<file path="src/rtl/telem_pkt_mon.sv">
// telem_pkt_mon: 8N1 UART receiver feeding an AA 55 header / payload packet framer.
// Define TELEM_CKSUM_EN to require a modulo-256 checksum byte after the payload.
module telem_pkt_mon #(
    parameter int NUM_CH       = 3,
    parameter int DATA_W       = 12,
    parameter int BAUD_DIV     = 2604,
    parameter int TIMEOUT_BITS = 20
) (
    input  logic                     clk,
    input  logic                     rst,
    input  logic                     RX,
    output logic [NUM_CH*DATA_W-1:0] ch_data,
    output logic                     pkt_vld,
    output logic                     pkt_err,
    output logic [7:0]               err_cnt,
    output logic [7:0]               rx_byte,
    output logic                     rx_rdy
);
    localparam int BPC    = (DATA_W + 7) / 8;
    localparam int NB     = NUM_CH * BPC;
    localparam int SW     = 8 * NB;
    localparam int PW     = $clog2(SW);
    localparam int CW     = $clog2(BAUD_DIV);
    localparam int TO_LIM = TIMEOUT_BITS * BAUD_DIV;
    localparam int TW     = $clog2(TO_LIM + 1);
    localparam int CHW    = $clog2(NUM_CH + 1);
    localparam int BKW    = $clog2(BPC + 1);

    // state   | meaning
    // RX_IDLE | line high, hunting a start bit
    // RX_START| waiting half a bit to re-check the start bit
    // RX_DATA | sampling 8 data bits, LSB first
    // RX_STOP | sampling the stop bit
    // RX_WAIT | after a frame error, waiting for the line to return high
    // HUNT1   | waiting for 0xAA
    // HUNT2   | seen 0xAA, waiting for 0x55
    // PAYLOAD | collecting NUM_CH*BPC payload bytes
    // CKSUM   | waiting for the checksum byte (TELEM_CKSUM_EN only)
    typedef enum logic [2:0] {RX_IDLE, RX_START, RX_DATA, RX_STOP, RX_WAIT} rx_state_t;
    typedef enum logic [1:0] {
        HUNT1, HUNT2, PAYLOAD
`ifdef TELEM_CKSUM_EN
        , CKSUM
`endif
    } pkt_state_t;

    rx_state_t  r_rx_st, w_rx_nxt;
    pkt_state_t r_st, w_st_nxt;

    logic          r_rx_s1, r_rx_s2;
    logic [CW-1:0] r_baud;
    logic [2:0]    r_bit;
    logic [7:0]    r_shift;
    logic [7:0]    r_rx_byte;
    logic          r_rx_rdy;
    logic          w_tick, w_stop_smp, w_frm_err, w_byte_ok;

    assign w_tick     = (r_baud == '0);
    assign w_stop_smp = (r_rx_st == RX_STOP) && w_tick;
    assign w_frm_err  = w_stop_smp && !r_rx_s2;
    assign w_byte_ok  = w_stop_smp && r_rx_s2;

    always_comb begin
        w_rx_nxt = r_rx_st;
        case (r_rx_st)
            RX_IDLE:  if (!r_rx_s2) w_rx_nxt = RX_START;
            RX_START: if (w_tick) w_rx_nxt = r_rx_s2 ? RX_IDLE : RX_DATA;
            RX_DATA:  if (w_tick && r_bit == 3'd7) w_rx_nxt = RX_STOP;
            RX_STOP:  if (w_tick) w_rx_nxt = r_rx_s2 ? RX_IDLE : RX_WAIT;
            RX_WAIT:  if (r_rx_s2) w_rx_nxt = RX_IDLE;
            default:  w_rx_nxt = RX_IDLE;
        endcase
    end

    always_ff @(posedge clk) begin
        if (rst) begin
            r_rx_s1   <= 1'b1;
            r_rx_s2   <= 1'b1;
            r_rx_st   <= RX_IDLE;
            r_baud    <= '0;
            r_bit     <= '0;
            r_shift   <= '0;
            r_rx_byte <= '0;
            r_rx_rdy  <= 1'b0;
        end else begin
            r_rx_s1  <= RX;
            r_rx_s2  <= r_rx_s1;
            r_rx_st  <= w_rx_nxt;
            r_rx_rdy <= w_byte_ok;
            if (w_byte_ok) r_rx_byte <= r_shift;
            case (r_rx_st)
                RX_IDLE: r_baud <= CW'(BAUD_DIV / 2 - 1);
                RX_START: begin
                    r_bit  <= '0;
                    r_baud <= w_tick ? CW'(BAUD_DIV - 1) : r_baud - CW'(1);
                end
                RX_DATA: begin
                    if (w_tick) begin
                        r_shift <= {r_rx_s2, r_shift[7:1]};
                        r_bit   <= r_bit + 3'd1;
                        r_baud  <= CW'(BAUD_DIV - 1);
                    end else begin
                        r_baud <= r_baud - CW'(1);
                    end
                end
                RX_STOP: if (!w_tick) r_baud <= r_baud - CW'(1);
                default: ;
            endcase
        end
    end

    logic [NUM_CH*DATA_W-1:0] r_ch_data, w_ch_nxt;
    logic [SW-1:0]            r_stage, w_stage_nxt;
    logic [CHW-1:0]           r_ch;
    logic [BKW-1:0]           r_bk;
    logic [TW-1:0]            r_to_cnt;
    logic [7:0]               r_err_cnt;
    logic                     r_pkt_vld, r_pkt_err;
    logic [PW-1:0]            w_bpos;
    logic                     w_in_pkt, w_to, w_last;
    logic                     w_abort, w_done, w_store, w_clr;
`ifdef TELEM_CKSUM_EN
    logic [7:0]               r_sum;
    assign w_in_pkt = (r_st == PAYLOAD) || (r_st == CKSUM);
`else
    assign w_in_pkt = (r_st == PAYLOAD);
`endif
    assign w_to   = w_in_pkt && (r_to_cnt == '0) && !r_rx_rdy;
    assign w_last = (r_ch == CHW'(NUM_CH - 1)) && (r_bk == BKW'(BPC - 1));
    // MSB byte of each channel arrives first, so it lands at the top of that channel's slot
    assign w_bpos = PW'((int'(r_ch) * BPC + (BPC - 1 - int'(r_bk))) * 8);

    always_comb begin
        w_st_nxt = r_st;
        w_abort  = 1'b0;
        w_done   = 1'b0;
        w_store  = 1'b0;
        w_clr    = 1'b0;
        case (r_st)
            HUNT1: if (r_rx_rdy && r_rx_byte == 8'hAA) w_st_nxt = HUNT2;
            HUNT2: begin
                if (r_rx_rdy) begin
                    if (r_rx_byte == 8'h55) begin
                        w_st_nxt = PAYLOAD;
                        w_clr    = 1'b1;
                    end else if (r_rx_byte != 8'hAA) begin
                        w_st_nxt = HUNT1;
                    end
                end
            end
            PAYLOAD: begin
                if (w_frm_err || w_to) begin
                    w_abort  = 1'b1;
                    w_st_nxt = HUNT1;
                end else if (r_rx_rdy) begin
                    w_store = 1'b1;
                    if (w_last) begin
`ifdef TELEM_CKSUM_EN
                        w_st_nxt = CKSUM;
`else
                        w_done   = 1'b1;
                        w_st_nxt = HUNT1;
`endif
                    end
                end
            end
`ifdef TELEM_CKSUM_EN
            CKSUM: begin
                if (w_frm_err || w_to) begin
                    w_abort  = 1'b1;
                    w_st_nxt = HUNT1;
                end else if (r_rx_rdy) begin
                    w_done   = (r_rx_byte == r_sum);
                    w_abort  = (r_rx_byte != r_sum);
                    w_st_nxt = HUNT1;
                end
            end
`endif
            default: w_st_nxt = HUNT1;
        endcase
    end

    always_comb begin
        w_stage_nxt = r_stage;
        if (w_store) w_stage_nxt[w_bpos +: 8] = r_rx_byte;
        w_ch_nxt = '0;
        for (int c = 0; c < NUM_CH; c++)
            w_ch_nxt[c*DATA_W +: DATA_W] = w_stage_nxt[c*8*BPC +: DATA_W];
    end

    always_ff @(posedge clk) begin
        if (rst) begin
            r_st      <= HUNT1;
            r_ch_data <= '0;
            r_stage   <= '0;
            r_ch      <= '0;
            r_bk      <= '0;
            r_to_cnt  <= '0;
            r_err_cnt <= '0;
            r_pkt_vld <= 1'b0;
            r_pkt_err <= 1'b0;
`ifdef TELEM_CKSUM_EN
            r_sum     <= '0;
`endif
        end else begin
            r_st      <= w_st_nxt;
            r_pkt_vld <= w_done;
            r_pkt_err <= w_abort;
            r_stage   <= w_stage_nxt;
            if (w_abort && r_err_cnt != 8'hFF) r_err_cnt <= r_err_cnt + 8'd1;
            if (r_rx_rdy)             r_to_cnt <= TW'(TO_LIM);
            else if (r_to_cnt != '0)  r_to_cnt <= r_to_cnt - TW'(1);
            if (w_clr) begin
                r_ch <= '0;
                r_bk <= '0;
`ifdef TELEM_CKSUM_EN
                r_sum <= '0;
`endif
            end else if (w_store) begin
`ifdef TELEM_CKSUM_EN
                r_sum <= r_sum + r_rx_byte;
`endif
                if (r_bk == BKW'(BPC - 1)) begin
                    r_bk <= '0;
                    r_ch <= r_ch + CHW'(1);
                end else begin
                    r_bk <= r_bk + BKW'(1);
                end
            end
            if (w_done) r_ch_data <= w_ch_nxt;
        end
    end

    assign ch_data = r_ch_data;
    assign pkt_vld = r_pkt_vld;
    assign pkt_err = r_pkt_err;
    assign err_cnt = r_err_cnt;
    assign rx_byte = r_rx_byte;
    assign rx_rdy  = r_rx_rdy;
endmodule

</file>
<file path="config.mk">
export PLATFORM = sky130hd
export DESIGN_NAME = telem_pkt_mon
export DESIGN_NICKNAME = d
export VERILOG_FILES = /design/src/rtl/telem_pkt_mon.sv
export SDC_FILE = /design/constraint.sdc
export NUM_CORES = 1
export LEC_CHECK = 0
export BUFFER_PORTS_ARGS = -buffer_cell sky130_fd_sc_hd__buf_2
export CORE_MARGIN = 2
export CORE_UTILIZATION = 45
export DETAILED_ROUTE_END_ITERATION = 16
export PLACE_DENSITY = 0.66
export SLEW_MARGIN = 20
export SYNTH_ARGS = -nofsm -noshare
export SYNTH_HDL_FRONTEND = slang
export SYNTH_SLANG_ARGS = --single-unit
</file>
<file path="constraint.sdc">
create_clock -name clk -period 2.9 [get_ports clk]
set_clock_uncertainty 0.15 [all_clocks]
set_input_delay 0.58 -clock clk [delete_from_list [all_inputs] [get_ports clk]]
set_output_delay 0.58 -clock clk [all_outputs]
set_load 0.005 [all_outputs]
</file>
==> results of run 1 <==
[stage by stage]
stage / setup slack [ps] / utilization, %
3_3_place_gp: 199.4 / 49.08
3_5_place_dp: 89.32 / 49.08
4_1_cts: 71.76 / 53.37
5_1_grt: 28.89 / 53.51
6_report: 132.4 / 53.51
2_1_floorplan: 76.66 / -
[timing repair]
action / CTS / global route
endpoints found under the hold margin: 0 / 0
gates resized for setup: 0 / 4
setup endpoints to repair: 0 / 17
hold buffers: 0 / 0
[synthesized netlist by cell type (4+ instances only)]
cell	count
sky130_fd_sc_hd__a211oi_1	31
sky130_fd_sc_hd__a21oi_1	76
sky130_fd_sc_hd__a311oi_1	25
sky130_fd_sc_hd__a31o_2	8
sky130_fd_sc_hd__a31oi_1	14
sky130_fd_sc_hd__a41oi_1	4
sky130_fd_sc_hd__and3_1	11
sky130_fd_sc_hd__and4_1	7
sky130_fd_sc_hd__buf_2	11
sky130_fd_sc_hd__clkbuf_1	45
sky130_fd_sc_hd__dfxtp_1	141
sky130_fd_sc_hd__ha_1	11
sky130_fd_sc_hd__inv_1	25
sky130_fd_sc_hd__mux2_2	5
sky130_fd_sc_hd__mux2i_1	38
sky130_fd_sc_hd__nand2_1	36
sky130_fd_sc_hd__nand2b_1	4
sky130_fd_sc_hd__nand3_1	25
sky130_fd_sc_hd__nand3b_1	6
sky130_fd_sc_hd__nand4_1	18
sky130_fd_sc_hd__nor2_1	31
sky130_fd_sc_hd__nor2b_1	9
sky130_fd_sc_hd__nor3_1	18
sky130_fd_sc_hd__nor3b_1	4
sky130_fd_sc_hd__o211a_1	5
sky130_fd_sc_hd__o21ai_0	22
sky130_fd_sc_hd__o21ai_1	4
sky130_fd_sc_hd__o31ai_1	16
sky130_fd_sc_hd__or2_2	4
sky130_fd_sc_hd__or3_1	7
sky130_fd_sc_hd__or4_1	7
[power groups by stage]
stage | clock network, mW | logic [mW] | registers (mW)
6_report | 2.29 | 0.723 | 2.10
5_1_grt | 2.40 | 0.800 | 2.11
4_1_cts | 2.31 | 0.710 | 2.10
3_5_place_dp | 0 | 0.709 | 2.14
3_3_place_gp | 0 | 0.672 | 2.13
2_1_floorplan | 0 | 0.555 | 2.12
[cell type report]
cell class	instances	area (um^2)
Multi-Input combinational cell	500	3468
Tap cell	184	230.2
Clock inverter	14	181.4
Timing Repair Buffer	83	508.0
Sequential cell	141	2823
Clock buffer	18	439.2
Fill cell	1322	6731
Inverter	26	97.59
[worst paths after layout]
kind                               endpoint  slack (ps)
worst min-delay path                r_rx_s1         190
worst max register to register  ch_data[23]         130
worst min register to register      r_rx_s2         260
worst max-delay path            ch_data[23]         130
[registers in the layout, indices dropped and copies added (netlist names)]
name      count
ch_data      36
rx_byte       8
r_rx_st       3
r_bit         3
err_cnt       8
pkt_err       1
r_to_cnt     16
r_stage      36
r_rx_s1       1
r_ch          2
r_baud       12
r_st          2
r_shift       8
r_bk          2
rx_rdy        1
r_rx_s2       1
pkt_vld       1
[routing by layer]
| layer | routed length [um] | vias to the layer above | part of all wire (%) | GRT usage [%] |
|---|---|---|---|---|
| met5 | 0 | - | 0 | 0 |
| met1 | 7996 | 2889 | 46 | 30.08 |
| li1 | - | 2870 | - | - |
| met3 | 923 | 22 | 5.3 | 4.579 |
| met4 | 252 | 0 | 1.5 | 6.536 |
| met2 | 8104 | 185 | 47 | 34.91 |
[kinds of logic after synthesis]
kind of cell	Yosys count
AND/OR/NAND/NOR	216
XOR/XNOR	1
AO/OA/AOI/OAI	227
buffers and inverters	88
multiplexers	45
flip-flops	141
adder cells (fa/ha/maj)	11
==> metrics.txt, run 1 <==
# TYPE chip_impl_metric gauge
chip_impl_info{name="status",value="complete, no violations"} 1
chip_impl_metric{name="drive_above_1_share",unit="%"} 19.31
chip_impl_info{name="postSynth.topFlopCell",value="sky130_fd_sc_hd__dfxtp_1"} 1
chip_impl_info{name="unrepaired_setup_endpoints_after_global_routing",value="no"} 1
chip_impl_info{name="synth.area.top_cells",value="sky130_fd_sc_hd__dfxtp_1, sky130_fd_sc_hd__a21oi_1, sky130_fd_sc_hd__mux2i_1"} 1
chip_impl_metric{name="routed_via_density",unit=""} 6.176
chip_impl_metric{name="timing.hold.worst_path_depth",unit=""} 2
chip_impl_metric{name="synth_cells",unit=""} 729
chip_impl_metric{name="chipWidth",unit="um"} 125.3
chip_impl_info{name="kind_of_start_point_of_the_critical_path",value="register"} 1
chip_impl_metric{name="post_dp_cell_area",unit="um^2"} 7107
chip_impl_metric{name="placed_cells",unit=""} 934
chip_impl_metric{name="cts-htree-levels",unit=""} 4
chip_impl_metric{name="drt-pass1-iter-count",unit=""} 5
chip_impl_info{name="root_buffer",value="sky130_fd_sc_hd__clkbuf_16"} 1
chip_impl_metric{name="nets",unit=""} 783
chip_impl_metric{name="timing.critical_path.slowest_cell_delay",unit="ps"} 480
chip_impl_metric{name="drt-wirelength-per-cell",unit="um"} 17.89
chip_impl_metric{name="synthToLayoutAreaGrowth",unit="%"} 17.01
chip_impl_metric{name="clockPowerShare",unit="%"} 44.8
chip_impl_metric{name="num_io_pins",unit=""} 58
chip_impl_metric{name="first_iter_violations",unit=""} 543
chip_impl_metric{name="synthDistinctLibCells",unit=""} 65
chip_impl_info{name="hold_path.class",value="in -> reg"} 1
chip_impl_metric{name="synth_seq_area_share",unit="%"} 42.63
chip_impl_metric{name="die_height",unit="um"} 125.3
chip_impl_metric{name="timing_worst_slew_pin_value",unit="ps"} 835.7
chip_impl_metric{name="core_region_area",unit="um^2"} 14480
chip_impl_metric{name="ys_seq_elements",unit=""} 141
chip_impl_metric{name="final_instance_area",unit="um^2"} 7747
chip_impl_info{name="timing.critical_path.from",value="r_ch[0]"} 1
chip_impl_metric{name="synth_nets",unit=""} 743
chip_impl_metric{name="synth_enable_flop_cells",unit=""} 0
chip_impl_metric{name="crit_arrival",unit="ps"} 2890
chip_impl_metric{name="post_synth_xor_area_fraction",unit="%"} 0.1323
chip_impl_metric{name="total_switching_power",unit="mW"} 1.426
chip_impl_metric{name="synth_area_per_cell",unit="um^2"} 9.083
chip_impl_metric{name="final.setup.tns",unit="ps"} 0
chip_impl_metric{name="rel_slew_slack",unit="%"} 44.08
chip_impl_info{name="cp_slowest_cell",value="sky130_fd_sc_hd__or3b_2"} 1
chip_impl_metric{name="drcViolationCount",unit=""} 0
chip_impl_metric{name="whs",unit="ps"} 186.0
chip_impl_metric{name="seq_power_share",unit="%"} 41.1
chip_impl_metric{name="total_power",unit="mW"} 5.110
chip_impl_metric{name="slew_limit_fails",unit=""} 0
chip_impl_metric{name="worstPathRequired",unit="ps"} 3020
chip_impl_metric{name="initial_utilization",unit="%"} 45.73
chip_impl_metric{name="antenna_cells",unit=""} 0
chip_impl_metric{name="wirelength",unit="um"} 17280
chip_impl_info{name="cts_tree",value="yes"} 1
chip_impl_metric{name="synth_simple_gate_area_share",unit="%"} 19.65
chip_impl_metric{name="period_share",unit="%"} 95.43
chip_impl_metric{name="synth-warning-count",unit=""} 0
chip_impl_metric{name="comb_power_share",unit="%"} 14.1
chip_impl_metric{name="antenna_left",unit=""} 0
chip_impl_metric{name="internal_power",unit="mW"} 3.684
chip_impl_metric{name="netlist_area",unit="um^2"} 6621
chip_impl_metric{name="cap_violations",unit=""} 0
chip_impl_metric{name="cts_post_setup_buffers_inserted",unit=""} 0
chip_impl_info{name="worst-setup-path-type",value="reg -> reg"} 1
chip_impl_info{name="critical_path.reg2reg.startpoint",value="r_ch[0]"} 1
chip_impl_metric{name="cts-buffers-inserted",unit=""} 17
chip_impl_info{name="holdCritStartpoint",value="RX"} 1
chip_impl_metric{name="final_period_minus_worst_setup_slack",unit="ps"} 2768
chip_impl_metric{name="post_synth_fa_ha_maj_area_fraction",unit="%"} 2.079
chip_impl_metric{name="number_of_antenna_violations_at_the_first_check_in_global_routing",unit=""} 0
chip_impl_metric{name="finalNonFillerCells",unit=""} 966
chip_impl_info{name="timing.critical_path.cells",value="inv_1 > ha_2 > ha_1 > ha_1 > or3b_2 > nor2_2 > buf_4 > mux2i_1 > a211oi_1"} 1
chip_impl_metric{name="synth_compound_area_share",unit="%"} 23.24
chip_impl_metric{name="fmax",unit="MHz"} 361.3
chip_impl_metric{name="maximum_number_of_buffers_from_clock_root_to_sink",unit=""} 2
chip_impl_metric{name="peakVddDrop",unit="mV"} 0.4075
chip_impl_metric{name="clock_transition_at_the_registers_of_the_reported_paths",unit="ps"} 60
chip_impl_info{name="layout_commonest_cell",value="sky130_fd_sc_hd__dfxtp_1"} 1
chip_impl_metric{name="crit_buf_inv",unit=""} 2
chip_impl_metric{name="clk-insertion-delay-late",unit="ps"} 430
chip_impl_metric{name="via_count",unit=""} 5966
chip_impl_metric{name="power_density",unit="nW/um^2"} 659.6
chip_impl_metric{name="hpwl",unit="um"} 10940
chip_impl_metric{name="timing_hold_violations_final",unit=""} 0
chip_impl_metric{name="grt_util_all_layers",unit="%"} 21.91
chip_impl_metric{name="first_pass_grt_wire_length",unit="um"} 28490
chip_impl_metric{name="synth.mux.area_fraction",unit="%"} 6.935
chip_impl_metric{name="globalplace.congestion",unit=""} 0.8494
chip_impl_info{name="cpLargestDelayFamily",value="adder cells"} 1
chip_impl_info{name="largest_family_of_logic_cells_by_synthesized_area",value="compound AO/OA/AOI/OAI gates"} 1
chip_impl_metric{name="switching_power_as_a_share_of_total_power",unit="%"} 27.91
chip_impl_metric{name="synthDominantCellAreaShare",unit="%"} 42.63
chip_impl_metric{name="numClockSinks",unit=""} 141
chip_impl_info{name="mostFrequentLayoutCells",value="sky130_fd_sc_hd__dfxtp_1, sky130_fd_sc_hd__a21oi_1, sky130_fd_sc_hd__buf_2, sky130_fd_sc_hd__mux2i_1, sky130_fd_sc_hd__nand2_1"} 1
chip_impl_metric{name="synthArstFlopShare",unit="%"} 0
chip_impl_info{name="setup.worst_path.end_class",value="register"} 1
chip_impl_metric{name="rows",unit=""} 44
chip_impl_metric{name="final_report_setup_violation_count",unit=""} 0
chip_impl_metric{name="p_leak",unit="nW"} 2.960
chip_impl_metric{name="grt_max_degree",unit=""} 99
chip_impl_metric{name="numPortBuffers",unit=""} 57
chip_impl_metric{name="crit_cells",unit=""} 9
chip_impl_metric{name="aggregate_global_routing_overflow",unit=""} 0
chip_impl_metric{name="critical_path.max_fanout",unit=""} 6
chip_impl_info{name="cell_mode_on_critical_path",value="sky130_fd_sc_hd__ha_1"} 1
chip_impl_metric{name="via_count_of_the_first_global_routing_pass",unit=""} 5676
chip_impl_info{name="synth_largest_area_cell",value="sky130_fd_sc_hd__dfxtp_1"} 1
chip_impl_metric{name="design.die.area",unit="um^2"} 15700
chip_impl_metric{name="reg2regPathDepth",unit=""} 9
(Power assumes the default switching activity.)
==> run 2: changes to the inputs <==
--- a/config.mk
+++ b/config.mk
@@ -7,9 +7,10 @@
 export LEC_CHECK = 0
 export BUFFER_PORTS_ARGS = -buffer_cell sky130_fd_sc_hd__buf_2
 export CORE_MARGIN = 2
-export CORE_UTILIZATION = 45
+export CORE_UTILIZATION = 54
+export CTS_CLUSTER_SIZE = 40
 export DETAILED_ROUTE_END_ITERATION = 16
-export PLACE_DENSITY = 0.66
+export PLACE_DENSITY = 0.77
 export SLEW_MARGIN = 20
 export SYNTH_ARGS = -nofsm -noshare
 export SYNTH_HDL_FRONTEND = slang
==> run 2 against run 1 <==
Register-to-register slack worse by 30 ps. Combinational power is 0.8% lower. Wire length is 1.6% lower. Global-route usage is 4.3 points higher. Via count is 2.3% higher. Critical path type unchanged. Largest power group is now sequential cells.
==> metrics.txt, run 2 (synthesis gave the netlist of run 1 again) <==
# TYPE chip_impl_metric gauge
chip_impl_info{name="status",value="complete, no violations"} 1
chip_impl_metric{name="synthToLayoutAreaGrowth",unit="%"} 15.32
chip_impl_metric{name="num_io_pins",unit=""} 58
chip_impl_metric{name="routed_via_density",unit=""} 6.586
chip_impl_metric{name="nets",unit=""} 782
chip_impl_info{name="mostFrequentLayoutCells",value="sky130_fd_sc_hd__dfxtp_1, sky130_fd_sc_hd__a21oi_1, sky130_fd_sc_hd__buf_2, sky130_fd_sc_hd__mux2i_1, sky130_fd_sc_hd__nand2_1"} 1
chip_impl_metric{name="first_iter_violations",unit=""} 628
chip_impl_metric{name="drive_above_1_share",unit="%"} 18.59
chip_impl_metric{name="wl_met1",unit="um"} 7223
chip_impl_metric{name="number_of_antenna_violations_at_the_first_check_in_global_routing",unit=""} 0
chip_impl_metric{name="wirelength",unit="um"} 17000
chip_impl_metric{name="globalplace.congestion",unit=""} 0.8582
chip_impl_metric{name="wl_met2",unit="um"} 8293
chip_impl_metric{name="cap_violations",unit=""} 0
chip_impl_metric{name="power_density",unit="nW/um^2"} 631.9
chip_impl_info{name="hold_path.class",value="in -> reg"} 1
chip_impl_metric{name="period_share",unit="%"} 96.41
chip_impl_info{name="cts_tree",value="yes"} 1
chip_impl_metric{name="slew_limit_fails",unit=""} 0
chip_impl_metric{name="die_height",unit="um"} 114.7
chip_impl_metric{name="aggregate_global_routing_overflow",unit=""} 0
chip_impl_info{name="worst-setup-path-type",value="reg -> reg"} 1
chip_impl_metric{name="internal_power",unit="mW"} 3.462
chip_impl_metric{name="fmax",unit="MHz"} 357.7
chip_impl_metric{name="seq_power_share",unit="%"} 43.4
chip_impl_metric{name="via_count_of_the_first_global_routing_pass",unit=""} 5706
chip_impl_metric{name="timing_worst_slew_pin_value",unit="ps"} 768.8
chip_impl_metric{name="grt_util_all_layers",unit="%"} 26.25
chip_impl_metric{name="drt-wirelength-per-cell",unit="um"} 18.34
chip_impl_metric{name="final_period_minus_worst_setup_slack",unit="ps"} 2796
chip_impl_metric{name="wl_met3",unit="um"} 1182
chip_impl_metric{name="rows",unit=""} 40
chip_impl_metric{name="timing_hold_violations_final",unit=""} 0
chip_impl_metric{name="critical_path.max_fanout",unit=""} 8
chip_impl_metric{name="antenna_left",unit=""} 0
chip_impl_metric{name="initial_utilization",unit="%"} 55.12
chip_impl_metric{name="rel_slew_slack",unit="%"} 48.32
chip_impl_metric{name="p_leak",unit="nW"} 2.906
chip_impl_metric{name="clk-insertion-delay-late",unit="ps"} 430
chip_impl_info{name="setup.worst_path.end_class",value="register"} 1
chip_impl_metric{name="cts-htree-levels",unit=""} 4
chip_impl_metric{name="hpwl",unit="um"} 11160
chip_impl_metric{name="chipWidth",unit="um"} 114.7
chip_impl_metric{name="first_pass_grt_wire_length",unit="um"} 27720
chip_impl_metric{name="grt_max_degree",unit=""} 76
chip_impl_metric{name="final_report_setup_violation_count",unit=""} 0
chip_impl_metric{name="final_instance_area",unit="um^2"} 7636
chip_impl_info{name="layout_commonest_cell",value="sky130_fd_sc_hd__dfxtp_1"} 1
chip_impl_metric{name="drcViolationCount",unit=""} 0
chip_impl_metric{name="drt-pass1-iter-count",unit=""} 5
chip_impl_metric{name="comb_power_share",unit="%"} 14.9
chip_impl_metric{name="finalNonFillerCells",unit=""} 927
chip_impl_metric{name="crit_arrival",unit="ps"} 3000
chip_impl_info{name="kind_of_start_point_of_the_critical_path",value="register"} 1
chip_impl_metric{name="utilization",unit="%"} 63.57
chip_impl_metric{name="total_switching_power",unit="mW"} 1.363
chip_impl_metric{name="post_dp_cell_area",unit="um^2"} 7053
chip_impl_metric{name="core_region_area",unit="um^2"} 12010
chip_impl_info{name="highest_metal_layer_used_by_the_detailed_router",value="met4"} 1
chip_impl_metric{name="peakVddDrop",unit="mV"} 0.3506
chip_impl_metric{name="numClockSinks",unit=""} 141
chip_impl_metric{name="maximum_number_of_buffers_from_clock_root_to_sink",unit=""} 2
chip_impl_metric{name="final.setup.tns",unit="ps"} 0
chip_impl_metric{name="worstPathRequired",unit="ps"} 3100
chip_impl_metric{name="clockPowerShare",unit="%"} 41.7
chip_impl_metric{name="cts-buffers-inserted",unit=""} 17
chip_impl_metric{name="numPortBuffers",unit=""} 57
chip_impl_info{name="root_buffer",value="sky130_fd_sc_hd__clkbuf_16"} 1
chip_impl_metric{name="placed_cells",unit=""} 896
chip_impl_metric{name="switching_power_as_a_share_of_total_power",unit="%"} 28.26
chip_impl_metric{name="cts_post_setup_buffers_inserted",unit=""} 0
chip_impl_metric{name="clock_transition_at_the_registers_of_the_reported_paths",unit="ps"} 60
chip_impl_metric{name="via_count",unit=""} 6105
chip_impl_metric{name="worst-r2r-setup-slack",unit="ps"} 100
chip_impl_metric{name="total_power",unit="mW"} 4.825
chip_impl_metric{name="antenna_cells",unit=""} 0
chip_impl_metric{name="design.die.area",unit="um^2"} 13160
[run 2: final cells by class]
| cell class | instances | area [um^2] |
|---|---|---|
| Fill cell | 956 | 4375 |
| Multi-Input combinational cell | 500 | 3482 |
| Sequential cell | 141 | 2823 |
| Timing Repair Buffer | 82 | 500.5 |
| Clock buffer | 18 | 429.2 |
| Tap cell | 147 | 183.9 |
| Clock inverter | 13 | 120.1 |
| Inverter | 26 | 97.59 |
[run 2: critical path, stage by stage (launching register included)]
cell	delay [ps]
sky130_fd_sc_hd__dfxtp_1	320
sky130_fd_sc_hd__inv_1	80
sky130_fd_sc_hd__ha_1	320
sky130_fd_sc_hd__ha_1	200
sky130_fd_sc_hd__ha_1	360
sky130_fd_sc_hd__nand3b_1	190
sky130_fd_sc_hd__or3_1	460
sky130_fd_sc_hd__or3b_2	480
sky130_fd_sc_hd__a21oi_1	150
[run 2: repair_timing]
action,4_1_cts,5_1_grt
gates resized for setup,0,4
setup endpoints to repair,0,34
hold buffers,0,0
[run 2: path summary, 6_finish.rpt]
| check | cells past startpoint | from | to |
|---|---|---|---|
| max | 8 | r_ch[0] | r_stage[11] |
| min | 2 | RX | r_rx_s1 |
| max reg2reg | 8 | r_ch[0] | r_stage[11] |
| min reg2reg | 1 | r_rx_s1 | r_rx_s2 |
[run 2: power by group through the flow]
stage | sequential [mW] | clock (mW) | combinational (mW)
6_report | 2.10 | 2.01 | 0.717
5_1_grt | 2.11 | 2.12 | 0.797
4_1_cts | 2.09 | 2.04 | 0.706
3_5_place_dp | 2.14 | 0 | 0.701
3_3_place_gp | 2.13 | 0 | 0.664
2_1_floorplan | 2.12 | 0 | 0.555
[run 2: metal layers]
| layer | GRT usage [%] | vias to the layer above |
|---|---|---|
| met5 | 0 | - |
| met4 | 10.60 | 0 |
| met3 | 6.431 | 35 |
| met2 | 42.21 | 254 |
| met1 | 34.14 | 2957 |
| li1 | - | 2859 |
[run 2: through the flow]
step	setup WS, ps	hold slack, ps
4_1_cts	39.44	180.2
2_1_floorplan	76.66	239.5
5_1_grt	-12.73	183.2
3_5_place_dp	51.79	264.8
3_3_place_gp	268.7	244.3
6_report	104.1	188.7
==> run 3: changes to the inputs <==
--- a/config.mk
+++ b/config.mk
@@ -6,6 +6,7 @@
 export NUM_CORES = 1
 export LEC_CHECK = 0
 export BUFFER_PORTS_ARGS = -buffer_cell sky130_fd_sc_hd__buf_2
+export CORE_ASPECT_RATIO = 2
 export CORE_MARGIN = 2
 export CORE_UTILIZATION = 54
 export CTS_CLUSTER_SIZE = 40
==> run 3 against run 2 <==
First-iteration DRC count shrank 18%. Non-clock buffer count grew 3. Register-to-register slack gained 110 ps. Core utilization grew 0.63 points. Wire length grew 4.3%. Sequential cell count is the same. Final area grew 1.3%. Sequential share of layout area shrank 0.49 points. Largest power group is now clock.
==> metrics.txt, run 3 (synthesis gave the netlist of run 1 again) <==
# TYPE chip_impl_metric gauge
chip_impl_metric{name="first_iter_violations",unit=""} 516
chip_impl_metric{name="reg2regPathDepth",unit=""} 8
chip_impl_metric{name="hpwl",unit="um"} 11740
chip_impl_metric{name="fmax",unit="MHz"} 372.2
chip_impl_metric{name="timing.critical_path.slowest_cell_delay",unit="ps"} 470
chip_impl_metric{name="cts_post_setup_buffers_inserted",unit=""} 0
chip_impl_info{name="cp_slowest_cell",value="sky130_fd_sc_hd__or3b_2"} 1
chip_impl_info{name="unrepaired_setup_endpoints_after_global_routing",value="no"} 1
chip_impl_metric{name="post_dp_cell_area",unit="um^2"} 7088
chip_impl_info{name="kind_of_start_point_of_the_critical_path",value="register"} 1
chip_impl_metric{name="drt-wirelength-per-cell",unit="um"} 19.04
chip_impl_metric{name="wirelength",unit="um"} 17730
chip_impl_info{name="hold_path.class",value="in -> reg"} 1
chip_impl_metric{name="drive_above_1_share",unit="%"} 18.75
chip_impl_metric{name="clock_transition_at_the_registers_of_the_reported_paths",unit="ps"} 60
chip_impl_metric{name="core_region_area",unit="um^2"} 12050
chip_impl_metric{name="nets",unit=""} 785
chip_impl_metric{name="grt_max_degree",unit=""} 113
chip_impl_metric{name="rows",unit=""} 57
chip_impl_metric{name="resized_cells_post_cts",unit=""} 0
chip_impl_metric{name="utilization",unit="%"} 64.21
chip_impl_metric{name="num_io_pins",unit=""} 58
chip_impl_metric{name="peakVddDrop",unit="mV"} 0.6115
chip_impl_metric{name="antenna_left",unit=""} 0
chip_impl_info{name="mostFrequentLayoutCells",value="sky130_fd_sc_hd__dfxtp_1, sky130_fd_sc_hd__a21oi_1, sky130_fd_sc_hd__buf_2, sky130_fd_sc_hd__mux2i_1, sky130_fd_sc_hd__nand2_1"} 1
chip_impl_info{name="setup.worst_path.end_class",value="register"} 1
chip_impl_metric{name="initial_utilization",unit="%"} 54.94
chip_impl_metric{name="period_share",unit="%"} 92.65
chip_impl_metric{name="timing_worst_slew_pin_value",unit="ps"} 944.5
chip_impl_info{name="cts_tree",value="yes"} 1
chip_impl_metric{name="chipWidth",unit="um"} 82.30
chip_impl_metric{name="final_instance_area",unit="um^2"} 7739
chip_impl_metric{name="rel_slew_slack",unit="%"} 36.97
chip_impl_metric{name="cap_violations",unit=""} 0
chip_impl_metric{name="fillers",unit=""} 983
chip_impl_metric{name="synthToLayoutAreaGrowth",unit="%"} 16.87
chip_impl_metric{name="clk-insertion-delay-late",unit="ps"} 420
chip_impl_metric{name="maximum_number_of_buffers_from_clock_root_to_sink",unit=""} 2
chip_impl_metric{name="globalplace.congestion",unit=""} 0.8852
chip_impl_metric{name="die_height",unit="um"} 160.6
chip_impl_info{name="status",value="complete, no violations"} 1
chip_impl_metric{name="worstPathRequired",unit="ps"} 3100
chip_impl_metric{name="number_of_antenna_violations_at_the_first_check_in_global_routing",unit=""} 0
chip_impl_metric{name="critical_path.max_fanout",unit=""} 8
chip_impl_info{name="cell_mode_on_critical_path",value="sky130_fd_sc_hd__ha_1"} 1
chip_impl_metric{name="drcViolationCount",unit=""} 0
chip_impl_metric{name="final_period_minus_worst_setup_slack",unit="ps"} 2687
chip_impl_metric{name="numClockSinks",unit=""} 141
chip_impl_metric{name="routed_via_density",unit=""} 6.560
chip_impl_metric{name="drt-pass1-iter-count",unit=""} 5
chip_impl_info{name="worst-setup-path-type",value="reg -> reg"} 1
chip_impl_metric{name="timing_hold_violations_final",unit=""} 0
chip_impl_metric{name="cts-htree-levels",unit=""} 4
chip_impl_metric{name="final.setup.tns",unit="ps"} 0
chip_impl_metric{name="design.die.area",unit="um^2"} 13220
chip_impl_metric{name="slew_limit_fails",unit=""} 0
chip_impl_metric{name="power_density",unit="nW/um^2"} 675.6
chip_impl_metric{name="final_report_setup_violation_count",unit=""} 0
chip_impl_metric{name="grt_util_all_layers",unit="%"} 27.68
chip_impl_metric{name="crit_arrival",unit="ps"} 2880
chip_impl_metric{name="antenna_cells",unit=""} 0
chip_impl_info{name="timing.critical_path.cells",value="inv_1 > ha_1 > ha_1 > ha_1 > nand3b_1 > or3_1 > or3b_2 > a21oi_1"} 1
chip_impl_metric{name="first_pass_grt_wire_length",unit="um"} 28910
chip_impl_metric{name="cts-buffers-inserted",unit=""} 17
chip_impl_info{name="layout_commonest_cell",value="sky130_fd_sc_hd__dfxtp_1"} 1
chip_impl_metric{name="via_count",unit=""} 6107
chip_impl_metric{name="p_leak",unit="nW"} 2.982
chip_impl_metric{name="timing.hold.worst_path_depth",unit=""} 2
chip_impl_info{name="root_buffer",value="sky130_fd_sc_hd__clkbuf_16"} 1
chip_impl_metric{name="via_count_of_the_first_global_routing_pass",unit=""} 6028
chip_impl_metric{name="cts_hold_buffers",unit=""} 0
chip_impl_metric{name="aggregate_global_routing_overflow",unit=""} 0
chip_impl_metric{name="numPortBuffers",unit=""} 57
==> run 3: cell count changes in the layout (fill, tap and decap cells not counted), sizes merged <==
cell	before	now
buf	82	85
bufinv	1	5
clkbuf	18	19
clkinv	6	7
clkinvlp	6	1
==> run 3: final timing paths <==
check                           slack [ps]           to     from
worst max-delay path                   210  r_stage[11]  r_ch[0]
worst min-delay path                   200      r_rx_s1       RX
worst max register to register         210  r_stage[11]  r_ch[0]
worst min register to register         270      r_rx_s2  r_rx_s1
==> run 3: critical path: cells and delay by family (launching register included) <==
kind	cells	cell delay, ps
AOI/OAI and AO/OA	1	150
buffers and inverters	1	70
DFF	1	310
and+or+nand+nor	3	1070
adders and majority gates	3	860
==> run 3: metal layers <==
metal / routed length (um) / global-route usage [%] / vias up
met5: 0 / 0 / -
met4: 498 / 13.11 / 0
met3: 868 / 5.169 / 46
met2: 9692 / 49.34 / 226
met1: 6670 / 30.16 / 2965
li1: - / - / 2870
==> run 3: final cells by class <==
| class | count | area, um^2 | share of cell area [%] |
|---|---|---|---|
| clock inverters | 13 | 215.2 | 2.781 |
| multi-input cells | 500 | 3451 | 44.59 |
| flip-flops and latches | 141 | 2823 | 36.48 |
| clock buffers | 19 | 432.9 | 5.594 |
| well taps | 147 | 183.9 | 2.377 |
| inverters | 26 | 97.59 | 1.261 |
| repair buffers | 85 | 535.5 | 6.920 |
==> run 3: through the flow <==
step           std cells  hold slack [ps]  setup WS, ps  power, mW
2_1_floorplan        729            239.5         76.66      2.672
3_3_place_gp         899            251.8         219.3      2.827
3_5_place_dp         899            258.0         127.2      2.860
4_1_cts              931            183.7         93.24      5.232
5_1_grt              931            190.5         95.08      5.417
6_report             931            195.3         213.2      5.228
==> run 3: power breakdown <==
group          switching, mW  total (mW)  internal (mW)  leakage (nW)
logic                  0.446       0.748          0.301          1.53
clock network          0.847        2.38           1.53         0.312
registers             0.0899        2.10           2.01          1.14
